===== src/rtl/test_monitor_sat_counter.sv =====
// Saturating up-counter with synchronous clear.
module sat_counter #(
    parameter int unsigned W = 32
) (
    input  logic         clk,
    input  logic         clear,
    input  logic         enable,
    output logic [W-1:0] count
);

    // Clear wins; otherwise count up and stick at all-ones
    always_ff @(posedge clk) begin
        if (clear) begin
            count <= '0;
        end else if (enable && (count != '1)) begin
            count <= count + W'(1);
        end
    end

endmodule


===== config.mk =====
export PLATFORM = sky130hd
export DESIGN_NAME = sat_counter
export DESIGN_NICKNAME = d
export VERILOG_FILES = /design/src/rtl/test_monitor_sat_counter.sv
export SDC_FILE = /design/constraint.sdc
export NUM_CORES = 1
export LEC_CHECK = 0
export ABC_AREA = 1
export BUFFER_PORTS_ARGS = -buffer_cell sky130_fd_sc_hd__buf_2
export CELL_PAD_IN_SITES_DETAIL_PLACEMENT = 1
export CELL_PAD_IN_SITES_GLOBAL_PLACEMENT = 1
export CORE_AREA = 2 2 97 62
export DETAILED_ROUTE_END_ITERATION = 8
export DIE_AREA = 0 0 99 64
export PLACE_DENSITY_LB_ADDON = 0.2
export SYNTH_ARGS = -nofsm -noshare
export SYNTH_HDL_FRONTEND = slang
export SYNTH_SLANG_ARGS = --single-unit

===== constraint.sdc =====
create_clock -name clk -period 2 [get_ports clk]
set_input_delay 0.2 -clock clk [delete_from_list [all_inputs] [get_ports clk]]
set_output_delay 0.2 -clock clk [all_outputs]
set_load 0.02 [all_outputs]

* Word-level counts from Yosys, hierarchy flattened
Cells that the tools add are included.
Word-level totals: flip-flop bits (word level) 32
Operators by class: add/sub/neg operators 1, equal/unequal tests 1, reductions and logical operators 1
Operators by type and width (number):
- 32-bit by 1-bit adder with 32-bit output (second input constant) | 1
- 32-bit inequality test (second input constant) | 1
- 1-bit logical AND | 1

* Logic depth before layout (Yosys ltp)
Gate-level depths: netlist of run 1.
word-level depth 2, gate-level depth with buffers 11, gate-level depth less buffers 10

* Worst setup path before layout of run 1
Ideal clock, no wire load.
path kind flip-flop to flip-flop, start point reg count[0], end point reg count[17], arrival time 1.581 ns, path slack 0.303 ns, stages on the path, launching flop included 10, buffers on the path 1, cell sequence dfxtp_1 -> ha_1 -> inv_1 -> nor2_4 -> nand2_4 -> nor2_8 -> nand3_2 -> buf_6 -> a21oi_1 -> nor2_1
On the way: word-level cells in the longest chain between the ends 2
RTL lines:
- start: declaration | RTL line 8 | output logic [W-1:0] count
- start signal: assignment | RTL line 16 | count <= count + W'(1);
- parallel branches: the longest is 2 deep, another holds 32-bit by 1-bit adder with 32-bit output
Several ways; the timed one is not identified. A chain may end at the register's enable or synchronous reset.

* Worst setup path in the final report of run 1
start point reg count[0], end point reg count[12]
Same word-level chain as after synthesis.

==> results of run 1 <==
worst max-delay path: stages (launching register included):
cell	delay (ns)
dfxtp_1	0.40
ha_2	0.25
inv_1	0.08
nor2_4	0.16
nand2_4	0.10
nor2_8	0.18
nand2_8	0.19
nand2_2	0.16
nand2_1	0.06
a21oi_1	0.14
per-stage QoR:
step	worst slack [ns]	power [mW]	hold slack (ns)	area (sq um)	std cells
6_report	0.199	1.22	0.138	2420	435
5_1_grt	0.0201	1.28	0.131	2420	435
4_1_cts	0.0219	1.24	0.119	2400	435
3_5_place_dp	0.0464	0.709	0.433	2310	427
3_3_place_gp	0.167	0.708	0.436	2310	427
2_1_floorplan	0.303	0.692	0.269	2060	324
path summary, 6_finish.rpt:
path                               start   endpoint  slack (ns)  cells past startpoint
worst min-delay path               clear   count[1]        0.14                      2
worst max-delay path            count[0]  count[12]        0.20                      9
worst max register to register  count[0]  count[12]        0.20                      9
worst min register to register  count[1]   count[1]        0.51                      2
cells by family (layout without fill, tap and decap cells):
family | Yosys count | count (layout)
AOI/OAI and AO/OA | 24 | 24
and+or+nand+nor | 227 | 227
buffers and inverters | 40 | 82
DFF | 32 | 32
adders and majority gates | 1 | 1
per-layer routing:
metal	routed length [microns]	vias to the layer above
met5	0	-
met4	63	0
met3	202	5
met2	2530	31
met1	3490	1028
li1	-	1123
report_power, final:
group          switching [mW]  internal, mW  total, mW
combinational          0.0347        0.0161     0.0509
sequential            0.00382         0.640      0.644
clock                   0.246         0.281      0.527
total                   0.284         0.937       1.22
placed cells by master, fill, tap and decap left out, types with 5 or more instances in the layout:
| master | instances |
|---|---|
| buf_2 | 34 |
| a21oi_1 | 18 |
| nand2_1 | 87 |
| nand3_1 | 24 |
| nor2_1 | 68 |
| nand2_2 | 7 |
| clkbuf_8 | 6 |
| dfxtp_1 | 32 |
| nor2_2 | 6 |
| inv_1 | 28 |
| a31oi_1 | 5 |
| nand4_1 | 12 |
| buf_4 | 8 |
| nand3_2 | 6 |
layout make-up:
cell class,instances,area share
multi-input cells,252,0.518
flip-flops and latches,32,0.265
repair buffers,42,0.0951
inverters,32,0.0496
clock buffers,8,0.0372
well taps,69,0.0357
==> out/qor.yml, run 1 <==
setup_path:
  critPathKind: "reg -> reg"
  cp_data_arrival_time_ns: 2.02
  start_kind: "register"
  crit_fanout: 41
  required_ns: 2.22
  critPathCaptureType: "register"
synthesis:
  synthSimpleGateAreaFrac: 0.528
  synth_top_cell_by_area: "dfxtp_1"
  synth_common_cells: "nand2_1 (88), nor2_1 (68), dfxtp_1 (32)"
  avgSynthCellArea_sq_um: 6.36
  synth_compound_area_frac: 0.0631
  yosys_warnings: 0
  yosysTopAreaCellShare: 0.311
  ys_seq_area_frac: 0.311
  syn_inst: 324
  yosysMostFrequentCell: "nand2_1"
  synth_xor_area_frac: 0
  synthTopCellsByArea: "dfxtp_1 (31%), nand2_1 (16%), nor2_1 (12%)"
  syn-num-nets: 328
  synth_ff_type: "dfxtp_1"
  synth_seq_cells: 32
  synth_top_family_by_area: "simple AND/OR/NAND/NOR gates"
  synth_edf_count: 0
  synthAdderAreaFrac: 0.00607
  synth_cell_types: 26
  netlist_area_sq_um: 2060
  async_flop_share: 0
  synth_mux_area_frac: 0
sta:
  fin_tns_setup_ns: 0
  drv_slew: 0
  final.period_utilization: 0.900
  grt_setup_unrepaired: "no"
  tightestPinTransition_ns: 0.520
  fin_crit_ns: 1.80
  hold_viol: 0
  fmax_mhz: 555
  skew_ns: 0.00372
  slew_headroom: 0.653
  finalSetupViolations: 0
worst_hold_path:
  min-delay-path-class: "in -> reg"
layout:
  regMostFlops: "count"
  n_antenna_cell: 0
  regArea_sq_um: 641
  multiInputGateArea_sq_um: 1250
  fill_cells: 724
  top_regs: "count x32"
  largest_reg_flops: 32
  area_growth_pct: 17.4
  drive_gt1_frac: 0.230
  nets: 369
  final_util: 0.449
global_routing:
  grt-busiest-layer: "met1"
  track_usage: 0.212
  grtUsageMet1: 0.321
  first_global_vias: 2099
  use_met3: 0.0427
  met2_usage: 0.297
  overflow: 0
  grt_pass1_wl_mm: 10.5
  antenna_found_initial: 0
  grt_max_degree: 42
cts:
  cts_setup_buffers: 0
  clock-sinks: 32
  tritoncts: "yes"
  clockRootBuffer: "clkbuf_8"
  numCtsBuffers: 5
  clock_path_buffers: 2
  htree_levels: 2
  holdBufCountCts: 0
  cts_resized: 0
  clk_pin_slew_ns: 0.06
  insertion_delay_ns: 0.29
floorplanning:
  core_sq_um: 5390
  dieWidth_microns: 99
  initial_core_util: 0.383
  fp.dieH_microns: 64
  rows: 21
  die_area_sq_um: 6340
  io-pin-count: 35
power:
  peakVddDrop_mv: 0.222
  p_leak_nw: 1.13
  power.density_nw_per_um2: 505
routing:
  drtIter0Drc: 76
  wl_per_cell_microns: 14.4
  vias_per_cell: 5.03
  ant_nets: 0
  drt_wl_total_mm: 6.28
  drc: 0
  vias: 2187
  first_pass_iters: 4
place:
  dp_hpwl_mm: 4.88
  place_congestion: 0.832
  io_buffers: 34
status:
  status: "complete, no violations"
flow_run:
  drv_cap: 0
No activity file was read; power rests on OpenSTA's default activity.
==> run 2: changes to the inputs <==
--- a/config.mk
+++ b/config.mk
@@ -7,11 +7,9 @@
 export LEC_CHECK = 0
 export ABC_AREA = 1
 export BUFFER_PORTS_ARGS = -buffer_cell sky130_fd_sc_hd__buf_2
-export CELL_PAD_IN_SITES_DETAIL_PLACEMENT = 1
-export CELL_PAD_IN_SITES_GLOBAL_PLACEMENT = 1
-export CORE_AREA = 2 2 97 62
+export CORE_AREA = 2 2 82 53
 export DETAILED_ROUTE_END_ITERATION = 8
-export DIE_AREA = 0 0 99 64
+export DIE_AREA = 0 0 84 55
 export PLACE_DENSITY_LB_ADDON = 0.2
 export SYNTH_ARGS = -nofsm -noshare
 export SYNTH_HDL_FRONTEND = slang
==> run 2 against run 1 <==
Compared with the run above:
- design area down 2.8%
- cell count decreased by 6.0%
- setup slack got worse by 0.0099 ns
- count of clock-buffer cells in the layout fell by 1
- power up 0.65%
- combinational power shrank 11%
- register-to-register slack barely moved
- global-route usage rose by 2.3 points
- critical path depth did not move
- critical endpoint unchanged
- core utilization grew 15 points
==> out/qor.yml, run 2 (synthesis results as in run 1) <==
setup_path:
  r2r_end: "count[12]"
  critPathCaptureType: "register"
  crit_fanout: 41
  cp_data_arrival_time_ns: 2.02
  worst_r2r_startpoint: "count[0]"
  reg2reg_slack_ns: 0.19
  required_ns: 2.21
  critPathKind: "reg -> reg"
  start_kind: "register"
  rr_worst_depth: 9
routing:
  wl_met1_mm: 2.69
  vias_per_cell: 5.16
  ant_nets: 0
  highest_layer: "met4"
  met2_wirelength_mm: 1.93
  vias: 2110
  drtIter0Drc: 187
  wl_met3_microns: 399
  first_pass_iters: 4
  wl_per_cell_microns: 12.3
  drc: 0
  drt_wl_total_mm: 5.04
cts:
  cts_setup_buffers: 0
  clockRootBuffer: "clkbuf_8"
  clk_pin_slew_ns: 0.06
  cts_resized: 0
  clock-sinks: 32
  tritoncts: "yes"
  holdBufCountCts: 0
  htree_levels: 2
  numCtsBuffers: 5
  insertion_delay_ns: 0.28
  clock_path_buffers: 2
layout:
  largest_reg_flops: 32
  drive_gt1_frac: 0.214
  top_regs: "count x32"
  final_cell_mix: "nand2_1 (88), nor2_1 (68), buf_2 (34), dfxtp_1 (32), inv_1 (28)"
  final_common_cell: "nand2_1"
  regMostFlops: "count"
  area_growth_pct: 14.1
  fill_cells: 372
  n_antenna_cell: 0
  regArea_sq_um: 641
  nets: 363
  multiInputGateArea_sq_um: 1250
flow_run:
  drv_cap: 0
floorplanning:
  io-pin-count: 35
  die_area_sq_um: 4620
  dieWidth_microns: 84
  core_sq_um: 3900
  initial_core_util: 0.529
  rows: 18
  fp.dieH_microns: 55
sta:
  skew_ns: 0.00618
  grt_setup_unrepaired: "no"
  finalSetupViolations: 0
  fin_crit_ns: 1.81
  tightestPinTransition_ns: 0.502
  final.period_utilization: 0.905
  fmax_mhz: 552
  fin_tns_setup_ns: 0
  fin_ws_ns: 0.189
  hold_viol: 0
  slew_headroom: 0.665
  drv_slew: 0
worst_hold_path:
  hold_start: "clear"
  worstHoldPathCells: 2
  hold_end: "count[0]"
  min-delay-path-class: "in -> reg"
global_routing:
  grt_pass1_wl_mm: 8.34
  grt_max_degree: 42
  antenna_found_initial: 0
  first_global_vias: 1741
  track_usage: 0.235
  overflow: 0
power:
  p_leak_nw: 1.11
  peakVddDrop_mv: 0.306
  power.density_nw_per_um2: 523
place:
  io_buffers: 34
  pre_cts_ws_ns: 0.132
  place_congestion: 0.879
  dp_hpwl_mm: 3.75
status:
  status: "complete, no violations"
run 2: final cells by class:
cell class | instances | area share
Multi-Input combinational cell | 252 | 0.530
Sequential cell | 32 | 0.272
Timing Repair Buffer | 36 | 0.0787
Inverter | 32 | 0.0511
Clock buffer | 7 | 0.0410
Tap cell | 50 | 0.0266
run 2: critical path, cell delays in order, from the launching register on:
cell	delay, ns
dfxtp_1	0.39
ha_1	0.24
inv_1	0.09
nor2_4	0.17
nand2_4	0.10
nor2_8	0.18
nand2_8	0.19
nand2_1	0.18
nand2_1	0.06
a21oi_1	0.14
run 2: worst max path at each step:
stage / startpoint / to / slack, ns / cells after the start
2_1_floorplan: count[0] / count[17] / 0.30 / 9
3_3_place_gp: count[0] / count[11] / 0.21 / 9
3_5_place_dp: count[0] / count[12] / 0.13 / 9
4_1_cts: count[0] / count[12] / 0.11 / 9
5_1_grt: count[0] / count[12] / 0.03 / 9
6_report: count[0] / count[12] / 0.19 / 9
run 2: per-layer routing:
metal	GRT usage	up-vias
met1	0.342	927
li1	-	1110
met4	0.0565	0
met5	0	-
met3	0.0668	2
met2	0.345	71
run 2: per-stage QoR:
| stage | power, mW | hold slack (ns) | instances | utilization | area, sq um |
|---|---|---|---|---|---|
| floorplan | 0.692 | 0.269 | 324 | - | 2060 |
| global placement | 0.703 | 0.434 | 402 | 0.575 | 2240 |
| detailed placement | 0.703 | 0.433 | 402 | 0.575 | 2240 |
| CTS | 1.24 | 0.140 | 409 | 0.600 | 2340 |
| global route | 1.27 | 0.144 | 409 | 0.604 | 2350 |
| finish | 1.23 | 0.147 | 409 | 0.604 | 2350 |
run 2: where the power goes:
part	switching [mW]	total [mW]	internal, mW	leakage (nW)
logic	0.0323	0.0455	0.0132	0.802
clock network	0.234	0.540	0.306	0.0503
registers	0.00346	0.644	0.640	0.258
